===== config.mk =====
export PLATFORM = sky130hd
export DESIGN_NAME = opendap_mem_ap
export DESIGN_NICKNAME = d
export VERILOG_FILES = /design/src/rtl/opendap_mem_ap.sv
export SDC_FILE = /design/constraint.sdc
export NUM_CORES = 1
export LEC_CHECK = 0
export BUFFER_PORTS_ARGS = -buffer_cell sky130_fd_sc_hd__clkbuf_2
export CAP_MARGIN = 15
export CORE_MARGIN = 2
export CORE_UTILIZATION = 51
export DETAILED_ROUTE_END_ITERATION = 16
export PLACE_DENSITY = 0.79
export SLEW_MARGIN = 5
export SYNTH_ARGS = -nofsm -noshare
export SYNTH_HDL_FRONTEND = slang
export SYNTH_SLANG_ARGS = --single-unit

===== constraint.sdc =====
create_clock -name swclk -period 3.3 [get_ports swclk]
set_input_delay 0 -clock swclk [delete_from_list [all_inputs] [get_ports swclk]]
set_output_delay 0 -clock swclk [all_outputs]
set_load 0.02 [all_outputs]

===== src/rtl/opendap_mem_ap.sv =====
// opendap_mem_ap
//   Memory Access Port behind the SW-DP (swclk domain). Decodes AP register
//   accesses, holds CSW/TAR and turns DRW/BDn accesses into single transfers
//   on a simple req/ack downstream bus.
//
// Ports
//   swclk, rst_n         clock (rising edge), asynchronous active-low reset
//   ap_sel/ap_addr       AP select and {banksel, A[3:2]} register address
//   ap_wdata             write data from the DP
//   ap_wen/ap_ren        single-cycle access strobes
//   ap_abort             DAPABORT: cancels any transfer in flight
//   ap_rdata/ap_rdy/ap_err  return path to the DP (all registered)
//   bus_req..bus_wdata   downstream request, held until bus_ack or abort
//   bus_ack/bus_rdata/bus_err  downstream completion
module opendap_mem_ap #(
  parameter logic [7:0]  APSEL = 8'd0,
  parameter logic [31:0] IDR   = 32'h0477_0011,
  parameter logic [31:0] BASE  = 32'h0000_0003
) (
  input  logic        swclk,
  input  logic        rst_n,
  input  logic [7:0]  ap_sel,
  input  logic [5:0]  ap_addr,
  input  logic [31:0] ap_wdata,
  input  logic        ap_wen,
  input  logic        ap_ren,
  input  logic        ap_abort,
  output logic [31:0] ap_rdata,
  output logic        ap_rdy,
  output logic        ap_err,
  output logic        bus_req,
  output logic [31:0] bus_addr,
  output logic        bus_write,
  output logic [1:0]  bus_size,
  output logic [31:0] bus_wdata,
  input  logic        bus_ack,
  input  logic [31:0] bus_rdata,
  input  logic        bus_err
);

  typedef enum logic {
    IDLE = 1'b0,
    BUS  = 1'b1
  } state_t;

  state_t state, state_next;

  logic [2:0]  csw_size;
  logic        csw_addrinc;
  logic [31:0] tar;
  logic        drw_xfer;      // current transfer came from DRW (may increment TAR)

  logic        claim;
  logic        strobe;
  logic        is_bus_reg;
  logic        start_bus;
  logic        finish_bus;
  logic        reg_access;
  logic [31:0] csw_rd;
  logic [31:0] rd_val;
  logic [9:0]  tar_step;

  assign claim      = (ap_sel == APSEL);
  assign strobe     = ap_wen | ap_ren;
  assign is_bus_reg = (ap_addr == 6'h03) || (ap_addr[5:2] == 4'h1);

  // Both are decoded straight from the state flop, so they are glitch-free
  // registered outputs with no path from the bus_* inputs.
  assign ap_rdy  = (state == IDLE);
  assign bus_req = (state == BUS);

  assign csw_rd   = {24'd0, (state == BUS), 1'b1, 1'b0, csw_addrinc, 1'b0, csw_size};
  assign tar_step = 10'd1 << csw_size;

  // State register
  always_ff @(posedge swclk or negedge rst_n) begin
    if (!rst_n) begin
      state <= IDLE;
    end else begin
      state <= state_next;
    end
  end

  // Next state and access classification. Abort wins over a strobe in IDLE
  // and over a simultaneous bus_ack in BUS.
  always_comb begin
    state_next = state;
    start_bus  = 1'b0;
    finish_bus = 1'b0;
    reg_access = 1'b0;
    case (state)
      IDLE: begin
        if (!ap_abort && strobe) begin
          if (claim && is_bus_reg) begin
            start_bus  = 1'b1;
            state_next = BUS;
          end else begin
            reg_access = 1'b1;
          end
        end
      end
      BUS: begin
        if (ap_abort) begin
          state_next = IDLE;
        end else if (bus_ack) begin
          finish_bus = 1'b1;
          state_next = IDLE;
        end
      end
      default: state_next = IDLE;
    endcase
  end

  // Register read mux; unclaimed reads return zero.
  always_comb begin
    rd_val = 32'd0;
    if (claim) begin
      case (ap_addr)
        6'h00:   rd_val = csw_rd;
        6'h01:   rd_val = tar;
        6'h3E:   rd_val = BASE;
        6'h3F:   rd_val = IDR;
        default: rd_val = 32'd0;
      endcase
    end
  end

  // Datapath
  always_ff @(posedge swclk or negedge rst_n) begin
    if (!rst_n) begin
      ap_rdata    <= 32'd0;
      ap_err      <= 1'b0;
      bus_addr    <= 32'd0;
      bus_write   <= 1'b0;
      bus_size    <= 2'd2;
      bus_wdata   <= 32'd0;
      csw_size    <= 3'd2;
      csw_addrinc <= 1'b0;
      tar         <= 32'd0;
      drw_xfer    <= 1'b0;
    end else begin
      // ap_err is a pulse: only the completion cycle can raise it.
      ap_err <= 1'b0;

      if (reg_access) begin
        if (ap_ren) begin
          ap_rdata <= rd_val;
        end else if (claim && ap_wen) begin
          case (ap_addr)
            6'h00: begin
              // Size codes above word do not exist; keep the old size.
              if (ap_wdata[2:0] <= 3'd2) begin
                csw_size <= ap_wdata[2:0];
              end
              csw_addrinc <= ap_wdata[4];
            end
            6'h01:   tar <= ap_wdata;
            default: ;
          endcase
        end
      end

      if (start_bus) begin
        bus_addr  <= (ap_addr == 6'h03) ? tar : {tar[31:4], ap_addr[1:0], 2'b00};
        bus_size  <= csw_size[1:0];
        bus_write <= ap_wen;
        bus_wdata <= ap_wdata;
        drw_xfer  <= (ap_addr == 6'h03);
      end

      if (finish_bus) begin
        if (!bus_write) begin
          ap_rdata <= bus_rdata;
        end
        ap_err <= bus_err;
        // Increment wraps inside the 1 KB block; upper TAR bits are kept.
        if (drw_xfer && !bus_err && csw_addrinc) begin
          tar[9:0] <= tar[9:0] + tar_step;
        end
      end
    end
  end

endmodule


After elaboration in Yosys (flattened, before gate mapping)
Cells that the tools add are included.
Widths: inputs -> output; s select.

word-level totals
  bits in registers = 138
  output and inout bits = 102
  logic and storage cells = 62

cells by class
  $add $sub $neg = 1
  magnitude comparators = 1
  equal/unequal tests = 5
  shifts and indexed selects = 1
  mux-type cells = 26
  bitwise logic cells = 3
  reduce and logical (&&, ||, !) cells = 13

operator list
  kind                  number
  $mux 32               5
  $pmux 32 s4           1
  $mux 10               6
  $eq 6x6->1 const B    2
  $mux 1                12
  $add 10x10->10        1
  $shl 1x3->10 const A  1
  $logic_not 8->1       1
  $reduce_and 4->1      2
  $eq 6x1->1 const B    1
  $eq 6x2->1 const B    1
  $logic_not 6->1       1
  $logic_and 1x1->1     5
  $reduce_and 5->1      1
  $eq 4x1->1 const B    1
  $mux 4                1
  $le 3x2->1 const B    1
  $logic_not 1->1       2
  $not 1->1             2
  $pmux 1 s2            1
  $logic_or 1x1->1      1
  $or 1x1->1            1

Depth between registers and ports, before layout
Gate-level depths: netlist of the first run.

  depth in word-level cells = 9
  mapped depth = 9
  gate-level depth less buffers = 8

Worst setup path after synthesis of the first run
Ideal clock, no wire load.

  path kind = reg-to-reg
  start = register csw_size[1]
  end = register tar[9]
  setup time = 0.123 ns
  arrival = 2.383 ns
  setup slack = 0.795 ns
  cell stages (with the launch flop) = 9
  path buffers = 1
  period minus slack after synthesis = 2.505 ns
  cell sequence = dfstp_2 > clkbuf_1 > and3b_1 > ha_1 > a2111o_1 > or2_2 > o211ai_1 > mux2_2 > o221a_2

between the ends
  longest elaborated chain between the ends = 4

RTL lines
  what                      line  text
  start: declaration        48    logic [2:0] csw_size;
  start signal: assignment  153   csw_size <= ap_wdata[2:0];
  $shl 1x3->10              73    assign tar_step = 10'd1 << csw_size;
  $add 10x10->10            178   tar[9:0] <= tar[9:0] + tar_step;
  $mux 10                   177   if (drw_xfer && !bus_err && csw_addrinc) begin
  $mux 10                   171   if (finish_bus) begin
  end signal: assignment    157   6'h01: tar <= ap_wdata;
  end signal: assignment    178
  end: declaration          50    logic [31:0] tar;

No other way between the ends.
A chain may end at the register's enable or synchronous reset.

Final worst setup path of the first run
  start = register csw_size[0]
  end = register tar[9]

The elaborated chain is that of the path after synthesis.

==> metrics.cfg, run 1 <==
[yosys]
synth_cell_types=57
yosysWarnings=0
synth_area_leaders=dfrtp_1 (53%), mux2_4 (11%), mux2_2 (6.7%)
yosys.area.top_type=dfrtp_1
ys_seq_area_frac=0.5384
synthCells=512
synth_top_area_frac=0.5302
async_flop_share=1.000
synth_ff_type=dfrtp_1
ys_ff_latch=138
synthesis.area_um2=6419
synth_most_common_cell=dfrtp_1
synth_area_per_cell_um2=12.54
synth_edf_count=0
syn-num-nets=606
synthTopCellsByCount=dfrtp_1 (136), nor2_1 (69), mux2_4 (49), mux2_2 (38), a221oi_1 (29)

[final_layout]
drive_gt1_frac=0.4225
antennaDiodeCount=0
final_nets=862
area_delta_synth_final_pct=36.90

[min_path]
hp-class=in2reg
whs_endpoint=bus_addr[0]
hold_depth=3
holdCritStartpoint=ap_addr[0]

[setup_path]
rrSetupSlack_ps=750
cpPeakStageDelay_ps=520
critPathLaunchType=register
critPathMaxFanout=11
path_cells=nor3b_1 -> ha_1 -> a211oi_1 -> o21bai_1 -> o211ai_1 -> mux2_2 -> o221a_2
crit_path_end_kind=register
r2r-end=tar[9]
worst-setup-path-type=reg2reg
reg2reg_depth=7
worstPathRequired_ps=3610
cp.arrival_ps=2850
worst_r2r_startpoint=csw_size[0]
crit_slowest_cell=dfrtp_1
crit_path_start=csw_size[0]

[global_route]
grt_pass1_vias=5495
grt-ovfl-total=0
grt_max_degree=98
grt_use_total=0.2813
grt_pass1_wl_um=28670
antenna_found_initial=0

[timing]
clock.fmax_mhz=392.7
tns_ps=0
clock_skew_ps=4.696
setup_viol=0
worst_slack_ps=753.4
min_period_ps=2547
fin_crit_sh=0.7717
tightest_slew_ps=896.4
slew_violations=0
finalHoldViolations=0
rsz0062_at_grt=false
relSlewSlack=0.3940

[clock_network]
root_buffer=clkbuf_16
clock-sinks=138
clk_path_buf_depth=2
cts_setup_buffers=0
postCtsHoldBufs=70
clk_pin_slew_ps=60
numCtsBuffers=17
clock_latency_ps=420
htreeDepth=4
tritoncts=built
cts_resized=0

[drt]
firstDrtPassIters=5
drcViolationCount=0
avgRoutedWirePerCell_um=19.45
avgViaCountPerCell=5.607
drtIter0Drc=398
drt-total-wl_um=18460
detail-route-antenna-nets=0
vias=5321

[floorplanning]
die_x_um=116.2
rows=40
die_area_um2=13500
die_y_um=116.2
core_um2=12160
io_pins=187
start_util=0.5278

[job]
drv_cap=0

[power]
cellPowerDensity_nw_per_um2=430.3
peakVddDrop_v=0.0002499
leakage_nw=4.736

[placed_design]
port_buffers=186
dp.final_hpwl_um=12050
post-place-ws_ps=671.6
globalplace.congestion=0.9527

[run_status]
status=completed

==> area by class of cell <==
type,instances,area [um2]
flip-flops and latches,138,3456
inverters,5,18.77
fillers,834,3374
clock inverters,12,122.6
clock buffers,20,466.7
well taps,168,210.2
repair buffers,267,1733
multi-input cells,339,2780
==> flip-flops by register name, indices dropped and copies added (netlist names) <==
signal	count
ap_rdata	32
csw_addrinc	1
drw_xfer	1
bus_addr	32
bus_wdata	32
bus_req	1
csw_size	3
bus_write	1
ap_err	1
tar	32
bus_size	2
==> critical path, delay by kind of cell (launching register included) <==
family                   cells  cell delay (ps)
AO/OA/AOI/OAI                4              850
flip-flops                   1              520
AND/OR/NAND/NOR              1              390
multiplexers                 1              360
adder cells (fa/ha/maj)      1              320
==> layout by cell type, fill, tap and decap left out, types with 4 or more instances in the layout <==
cell,count
mux2_2,38
inv_1,5
buf_4,10
ha_1,8
mux2i_1,13
nor3b_1,4
mux2_4,49
nand2_1,19
dlygate4sd3_1,70
clkbuf_16,17
clkinvlp_4,5
nor4_1,4
o21ai_0,19
nor3_1,9
nor2_1,68
a21o_1,9
a21oi_1,14
dfrtp_1,136
clkinv_2,5
a221oi_1,29
clkbuf_2,185
==> where the power goes <==
group	switching, mW	total (mW)	internal [mW]	leakage [nW]
clock network	0.718	1.88	1.16	0.280
logic	0.101	0.204	0.103	2.54
registers	0.00132	1.70	1.70	1.92
total	0.820	3.78	2.96	4.74
==> cell families after synthesis <==
logic type	after synthesis	share of synthesized area
XOR/XNOR	5	0.006824
multiplexers	101	0.2033
adder cells (fa/ha/maj)	9	0.01871
buffers and inverters	35	0.02885
flip-flops	138	0.5384
AO/OA/AOI/OAI	90	0.1010
AND/OR/NAND/NOR	134	0.1029
==> through the flow <==
| stage | power (mW) | instances | hold WS, ps | instance area [um2] | util |
|---|---|---|---|---|---|
| after CTS | 3.801 | 949 | 36.07 | 8787 | 0.7225 |
| after detailed placement | 1.862 | 847 | 156.5 | 7497 | 0.6165 |
| after global routing | 3.890 | 949 | 106.9 | 8787 | 0.7225 |
| after floorplan | 1.754 | 512 | -295.6 | 6419 | - |
| after global placement | 1.859 | 847 | 151.5 | 7497 | 0.6165 |
| final | 3.781 | 949 | 77.68 | 8787 | 0.7225 |
==> layer usage <==
layer / up-vias / global-route usage / part of all wire
met5: - / 0 / 0
met4: 0 / 0.1365 / 0.037
met3: 57 / 0.05708 / 0.051
met2: 216 / 0.4663 / 0.50
met1: 2657 / 0.3552 / 0.41
li1: 2391 / - / -
==> worst max path at each step <==
stage | endpoint | slack (ps)
floorplan | tar[9] | 790
global placement | bus_addr[9] | 700
detailed placement | bus_wdata[6] | 670
CTS | tar[9] | 760
global route | tar[9] | 490
finish | tar[9] | 750
(Power assumes the default switching activity.)
==> run 2, diff against run 1 <==
--- a/config.mk
+++ b/config.mk
@@ -5,12 +5,13 @@
 export SDC_FILE = /design/constraint.sdc
 export NUM_CORES = 1
 export LEC_CHECK = 0
+export ABC_AREA = 1
 export BUFFER_PORTS_ARGS = -buffer_cell sky130_fd_sc_hd__clkbuf_2
 export CAP_MARGIN = 15
 export CORE_MARGIN = 2
 export CORE_UTILIZATION = 51
 export DETAILED_ROUTE_END_ITERATION = 16
-export PLACE_DENSITY = 0.79
+export PLACE_DENSITY = 0.78
 export SLEW_MARGIN = 5
 export SYNTH_ARGS = -nofsm -noshare
 export SYNTH_HDL_FRONTEND = slang
==> constraint.sdc (replaced) <==
create_clock -name swclk -period 2.45 [get_ports swclk]
set_input_delay 0 -clock swclk [delete_from_list [all_inputs] [get_ports swclk]]
set_output_delay 0 -clock swclk [all_outputs]
set_load 0.02 [all_outputs]
==> run 2 against run 1 <==
  * Fmax is 15% higher
  * Critical path depth unchanged
  * Via count is 18% higher
  * Die area increased by 3.0%
  * Wire length increased by 5.3%
  * First-iteration DRC count increased by 16%
  * Worst setup slack got worse by 530 ps
  * Flip-flop and latch count is the same
  * Clock skew is 5.0 ps higher
  * Worst hold slack improved by 37 ps
  * Register-to-register slack worse by 530 ps
  * Critical path type unchanged
==> metrics.cfg, run 2 <==
[yosys]
synth_cell_types=35  ; -39%
synth_area_per_cell_um2=8.378  ; -33%
async_flop_share=1.000  ; unchanged
synth_top_area_frac=0.5142  ; -0.01604
synthTopCellsByCount=nand2_1 (217), dfrtp_1 (136), inv_1 (94), nor2_1 (52), a21oi_1 (49)
ys_seq_area_frac=0.5221  ; -0.01628
yosys.area.top_type=dfrtp_1
yosysWarnings=0  ; unchanged
synth_area_leaders=dfrtp_1 (51%), nand2_1 (12%), inv_1 (5.3%)
syn-num-nets=884  ; +46%
synth_ff_type=dfrtp_1
synth_most_common_cell=nand2_1
ys_ff_latch=138  ; unchanged
synth_edf_count=0  ; unchanged
synthesis.area_um2=6619  ; +3.1%
synthCells=790  ; +54%

[drt]
vias=6266  ; +18%
avgViaCountPerCell=5.086  ; -9.3%
drcViolationCount=0  ; unchanged
avgRoutedWirePerCell_um=15.77  ; -19%
firstDrtPassIters=5  ; unchanged
detail-route-antenna-nets=0  ; unchanged
drtIter0Drc=463  ; +16%
drt-total-wl_um=19430  ; +5.3%

[timing]
slew_violations=0  ; unchanged
tns_ps=0  ; unchanged
relSlewSlack=0.5069  ; +0.1129
rsz0062_at_grt=false
finalHoldViolations=0  ; unchanged
setup_viol=0  ; unchanged
clock_skew_ps=9.662  ; +4.966 ps
min_period_ps=2223  ; -323.5 ps
worst_slack_ps=226.9  ; -526.5 ps
fin_crit_sh=0.9074  ; +0.1357
clock.fmax_mhz=449.8  ; +15%
tightest_slew_ps=739.7  ; -156.7 ps

[final_layout]
antennaDiodeCount=0  ; unchanged
mostFrequentLayoutCells=nand2_1 (217), clkbuf_2 (185), dfrtp_1 (136), inv_1 (94), dlygate4sd3_1 (74)
finish.utilization=0.7078  ; -0.01472
final_cell_area_um2=8969  ; +2.1%
drive_gt1_frac=0.2604  ; -0.1622
area_delta_synth_final_pct=35.50
final_nets=1143  ; +33%
final_common_cell=nand2_1

[min_path]
hp-class=in2reg
whs_endpoint=ap_rdata[26]
hold_depth=6  ; +3
holdCritStartpoint=ap_sel[6]

[setup_path]
r2r-end=bus_req
cp.arrival_ps=2520  ; -330 ps
reg2reg_depth=7  ; unchanged
worst-setup-path-type=reg2reg
critPathLaunchType=register
worst_r2r_startpoint=bus_req
crit_path_end_kind=register
worstPathRequired_ps=2750  ; -860 ps
rrSetupSlack_ps=230  ; -530 ps
critPathMaxFanout=59  ; +48

[run_status]
status=completed

[global_route]
grt_max_degree=79  ; -19%
grt_use_total=0.2897  ; +0.008400
grt_pass1_wl_um=31700  ; +11%
grt_pass1_vias=6273  ; +14%
antenna_found_initial=0  ; unchanged
grt-ovfl-total=0  ; unchanged

[placed_design]
globalplace.congestion=0.9460  ; -0.70%
port_buffers=186  ; unchanged
placed_area_um2=7649  ; +2.0%
post-place-ws_ps=422.9  ; -248.7 ps
dp.final_hpwl_um=12770  ; +6.0%

[floorplanning]
die_y_um=117.9  ; +1.5%
io_pins=187  ; unchanged
core_um2=12670  ; +4.2%
die_area_um2=13910  ; +3.0%
rows=41  ; +2.5%
start_util=0.5224  ; -0.005412
die_x_um=117.9  ; +1.5%

[job]
drv_cap=0  ; unchanged

[clock_network]
clock-sinks=138  ; unchanged
clk_path_buf_depth=2  ; unchanged
htreeDepth=4  ; unchanged
numCtsBuffers=17  ; unchanged
clock_latency_ps=420  ; about the same
root_buffer=clkbuf_16
cts_setup_buffers=0  ; unchanged
tritoncts=built
clk_pin_slew_ps=60  ; about the same

[power]
peakVddDrop_v=0.0003720  ; +49%
leakage_nw=4.782  ; +0.97%
cellPowerDensity_nw_per_um2=569.7  ; +32%

[run 2: changes by cell type in the layout (fill, tap and decap cells not counted), moves of 31 or more]
cell | before | now
nand2_1 | 19 | 217
inv_1 | 5 | 94
mux2_4 | 49 | 0
nand3_1 | 3 | 43
mux2_2 | 38 | 0
o21ai_1 | 0 | 37
a21oi_1 | 14 | 49
o21ai_2 | 0 | 31
[run 2: report_power, final]
group          switching, mW  total (mW)  internal, mW
registers            0.00224        2.29          2.28
clock network          0.976        2.52          1.54
logic                  0.160       0.305         0.145
[run 2: worst max-delay path by stage]
stage / from / to / cells past startpoint
final: bus_req / bus_req / 7
after floorplan: csw_size[1] / tar[8] / 11
after global routing: bus_req / bus_req / 7
after CTS: bus_req / bus_req / 7
after detailed placement: csw_size[1] / tar[8] / 11
after global placement: csw_size[1] / tar[8] / 11
[run 2: kinds of logic (layout without fill, tap and decap cells)]
family / after synthesis / count (layout) / synth area share
flops: 138 / 138 / 0.5221
xor+xnor: 1 / 1 / 0.001323
fa+ha+maj: 9 / 9 / 0.01815
buf+inv: 130 / 400 / 0.08942
simple gates: 338 / 338 / 0.2166
compound gates: 174 / 174 / 0.1524
[run 2: worst max-delay path, stage by stage, from the launching register on]
cell           delay (ps)
dfrtp_1               380
nor2_1                 60
o21ai_1               180
nor2_4                130
inv_6                 390
buf_4                 310
o31ai_1                90
dlygate4sd3_1         560
[run 2: per-layer routing]
layer / part of all wire / GRT usage
met5: 0 / 0
met1: 0.45 / 0.3956
met3: 0.065 / 0.05959
met4: 0.026 / 0.1099
met2: 0.46 / 0.4575
[run 2: what timing repair did]
item                                    in CTS  in global routing
endpoints found under the setup margin       0                  1
endpoints found under the hold margin      178                  0
hold buffers                                74                  0
gates resized for setup                      0                  1
[run 2: area by class of cell]
cell class	count	area [um2]
tap	172	215.2
fill	990	3702
multi-input combinational	522	2571
inverter	99	376.6
clock buffer	20	456.7
sequential	138	3456
clock inverter	10	120.1
timing repair buffer	271	1773
[run 2: through the flow]
step / cells / total power [mW] / hold WS [ps]
after floorplan: 790 / 2.388 / -295.6
after global placement: 1128 / 2.533 / 82.96
after detailed placement: 1128 / 2.534 / 83.42
after CTS: 1232 / 5.113 / 107.4
after global routing: 1232 / 5.253 / 167.8
final: 1232 / 5.109 / 114.3
==> run 3, diff against run 2 <==
--- a/config.mk
+++ b/config.mk
@@ -8,11 +8,13 @@
 export ABC_AREA = 1
 export BUFFER_PORTS_ARGS = -buffer_cell sky130_fd_sc_hd__clkbuf_2
 export CAP_MARGIN = 15
+export CELL_PAD_IN_SITES_DETAIL_PLACEMENT = 0
+export CELL_PAD_IN_SITES_GLOBAL_PLACEMENT = 1
 export CORE_MARGIN = 2
-export CORE_UTILIZATION = 51
+export CORE_UTILIZATION = 38
 export DETAILED_ROUTE_END_ITERATION = 16
-export PLACE_DENSITY = 0.78
-export SLEW_MARGIN = 5
+export PLACE_DENSITY_LB_ADDON = 0.1
+export SLEW_MARGIN = 20
 export SYNTH_ARGS = -nofsm -noshare
 export SYNTH_HDL_FRONTEND = slang
 export SYNTH_SLANG_ARGS = --single-unit
==> constraint.sdc (replaced) <==
create_clock -name swclk -period 2.45 [get_ports swclk]
set_input_delay 0.49 -clock swclk [delete_from_list [all_inputs] [get_ports swclk]]
set_output_delay 0.49 -clock swclk [all_outputs]
set_load 0.02 [all_outputs]
==> run 3 against run 2 <==
  * Utilization shrank 22 points
  * Sequential share of layout area grew 2.7 points
  * Fmax grew 7.7%
  * Clock-buffer cell count shrank 1
  * Critical path depth grew 2
  * Worst setup slack gained 160 ps
  * Total power shrank 2.2%
  * Flip-flop and latch count is the same
  * Via count shrank 7.3%
  * Cell area shrank 6.5%
  * Register-to-register slack gained 160 ps
  * Critical endpoint is now tar[9]
  * Largest cell class unchanged
==> metrics.cfg, run 3 (synthesized netlist as in run 2, its figures left out) <==
[setup_path]
crit_buf_inv=2  ; -1
path_cells=inv_1 -> nor3_1 -> ha_1 -> nand2_1 -> inv_1 -> a22oi_1 -> nand4_1 -> nand3_1 -> nand2_1
worst-setup-path-type=reg2reg
reg2reg_depth=9  ; +2
worstPathRequired_ps=2760  ; about the same
crit_slowest_cell=dfstp_2
cpLargestDelayFamily=simple AND/OR/NAND/NOR gates
crit_cells=9  ; +2
cp.arrival_ps=2370  ; -150 ps
crit_path_end_kind=register
critPathMaxFanout=6  ; -90%
critPathLaunchType=register
cpPeakStageDelay_ps=580  ; +20 ps

[timing]
fin_crit_sh=0.8424  ; -0.06503
finalHoldViolations=0  ; unchanged
worst_slack_ps=386.2  ; +159.3 ps
tns_ps=0  ; unchanged
setup_viol=0  ; unchanged
fin_hold_ws_ps=0.2781  ; -114.0 ps
tightest_slew_ps=503.7  ; -236.0 ps
slew_violations=0  ; unchanged
rsz0062_at_grt=false
clock_skew_ps=9.008  ; -0.6536 ps
min_period_ps=2064  ; -159.3 ps
relSlewSlack=0.6616  ; +0.1548
clock.fmax_mhz=484.5  ; +7.7%

[drt]
drcViolationCount=0  ; unchanged
avgRoutedWirePerCell_um=15.30  ; -3.0%
firstDrtPassIters=5  ; unchanged
avgViaCountPerCell=4.750  ; -6.6%
vias=5809  ; -7.3%
detail-route-antenna-nets=0  ; unchanged
drt-total-wl_um=18710  ; -3.7%
drtIter0Drc=339  ; -27%

[final_layout]
area_delta_synth_final_pct=26.71
fill_cells=1773  ; +79%
final_nets=1079  ; -5.6%
antennaDiodeCount=0  ; unchanged
final_common_cell=nand2_1
drive_gt1_frac=0.2896  ; +0.02920
mostFrequentLayoutCells=nand2_1 (217), clkbuf_2 (185), dfrtp_1 (136), inv_1 (94), nor2_1 (52)

[clock_network]
clk_pin_slew_ps=60  ; about the same
cts_setup_buffers=0  ; unchanged
numCtsBuffers=17  ; unchanged
tritoncts=built
clk_path_buf_depth=2  ; unchanged
cts_resized=0  ; unchanged
root_buffer=clkbuf_16
htreeDepth=4  ; unchanged
postCtsHoldBufs=0  ; -100%
clock_latency_ps=420  ; about the same
clock-sinks=138  ; unchanged

[power]
cellPowerDensity_nw_per_um2=595.7  ; +4.6%
peakVddDrop_v=0.0004770  ; +28%
leakage_nw=4.522  ; -5.4%

[global_route]
grt_pass1_vias=5469  ; -13%
antenna_found_initial=0  ; unchanged
grt-ovfl-total=0  ; unchanged
grt_max_degree=52  ; -34%
grt_use_total=0.2091  ; -0.08069
grt_pass1_wl_um=29610  ; -6.6%

[placed_design]
post-place-ws_ps=319.5  ; -103.4 ps
globalplace.congestion=0.8125  ; -14%
port_buffers=186  ; unchanged
dp.final_hpwl_um=14310  ; +12%

[run_status]
status=completed

[floorplanning]
rows=48  ; +17%
die_area_um2=18490  ; +33%
io_pins=187  ; unchanged
die_y_um=136.0  ; +15%
start_util=0.3853  ; -0.1370
die_x_um=136.0  ; +15%
core_um2=17180  ; +36%

[min_path]
hp-class=in2async

[job]
drv_cap=0  ; unchanged

run 3: final timing paths:
path / from / to / slack (ps)
max: csw_size[1] / tar[9] / 390
min: rst_n / ap_rdata[23] / 0.3
max reg2reg: csw_size[1] / tar[9] / 390
min reg2reg: bus_addr[31] / bus_addr[31] / 480
max in group asynchronous: rst_n / csw_size[1] / 1740
min in group swclk: bus_ack / bus_req / 290
run 3: layout make-up:
| type | count | area [um2] | share of cell area |
|---|---|---|---|
| multi-input cells | 522 | 2571 | 0.3066 |
| clock inverters | 13 | 118.9 | 0.01417 |
| clock buffers | 19 | 452.9 | 0.05401 |
| flip-flops and latches | 138 | 3456 | 0.4121 |
| repair buffers | 207 | 1132 | 0.1350 |
| well taps | 225 | 281.5 | 0.03357 |
| inverters | 99 | 374.1 | 0.04461 |
run 3: report_power, final:
group | switching, mW | internal (mW) | total, mW | leakage [nW]
Clock | 1.04 | 1.46 | 2.50 | 0.272
Sequential | 0.00209 | 2.28 | 2.28 | 1.87
Combinational | 0.139 | 0.0739 | 0.212 | 2.38
Total | 1.18 | 3.81 | 5.00 | 4.52
run 3: metal layers:
| layer | global-route usage | vias to the layer above | share of wire |
|---|---|---|---|
| met5 | 0 | - | 0 |
| met1 | 0.3223 | 2636 | 0.51 |
| met2 | 0.2884 | 202 | 0.40 |
| met4 | 0.06076 | 0 | 0.013 |
| li1 | - | 2950 | - |
| met3 | 0.05034 | 21 | 0.072 |
run 3: stage by stage:
| step | cell area (um2) | total power, mW | util | instances |
|---|---|---|---|---|
| floorplan | 6619 | 2.388 | - | 790 |
| global placement | 7815 | 2.546 | 0.4550 | 1191 |
| detailed placement | 7815 | 2.544 | 0.4550 | 1191 |
| CTS | 8387 | 5.060 | 0.4883 | 1223 |
| global route | 8387 | 5.171 | 0.4883 | 1223 |
| finish | 8387 | 4.996 | 0.4883 | 1223 |
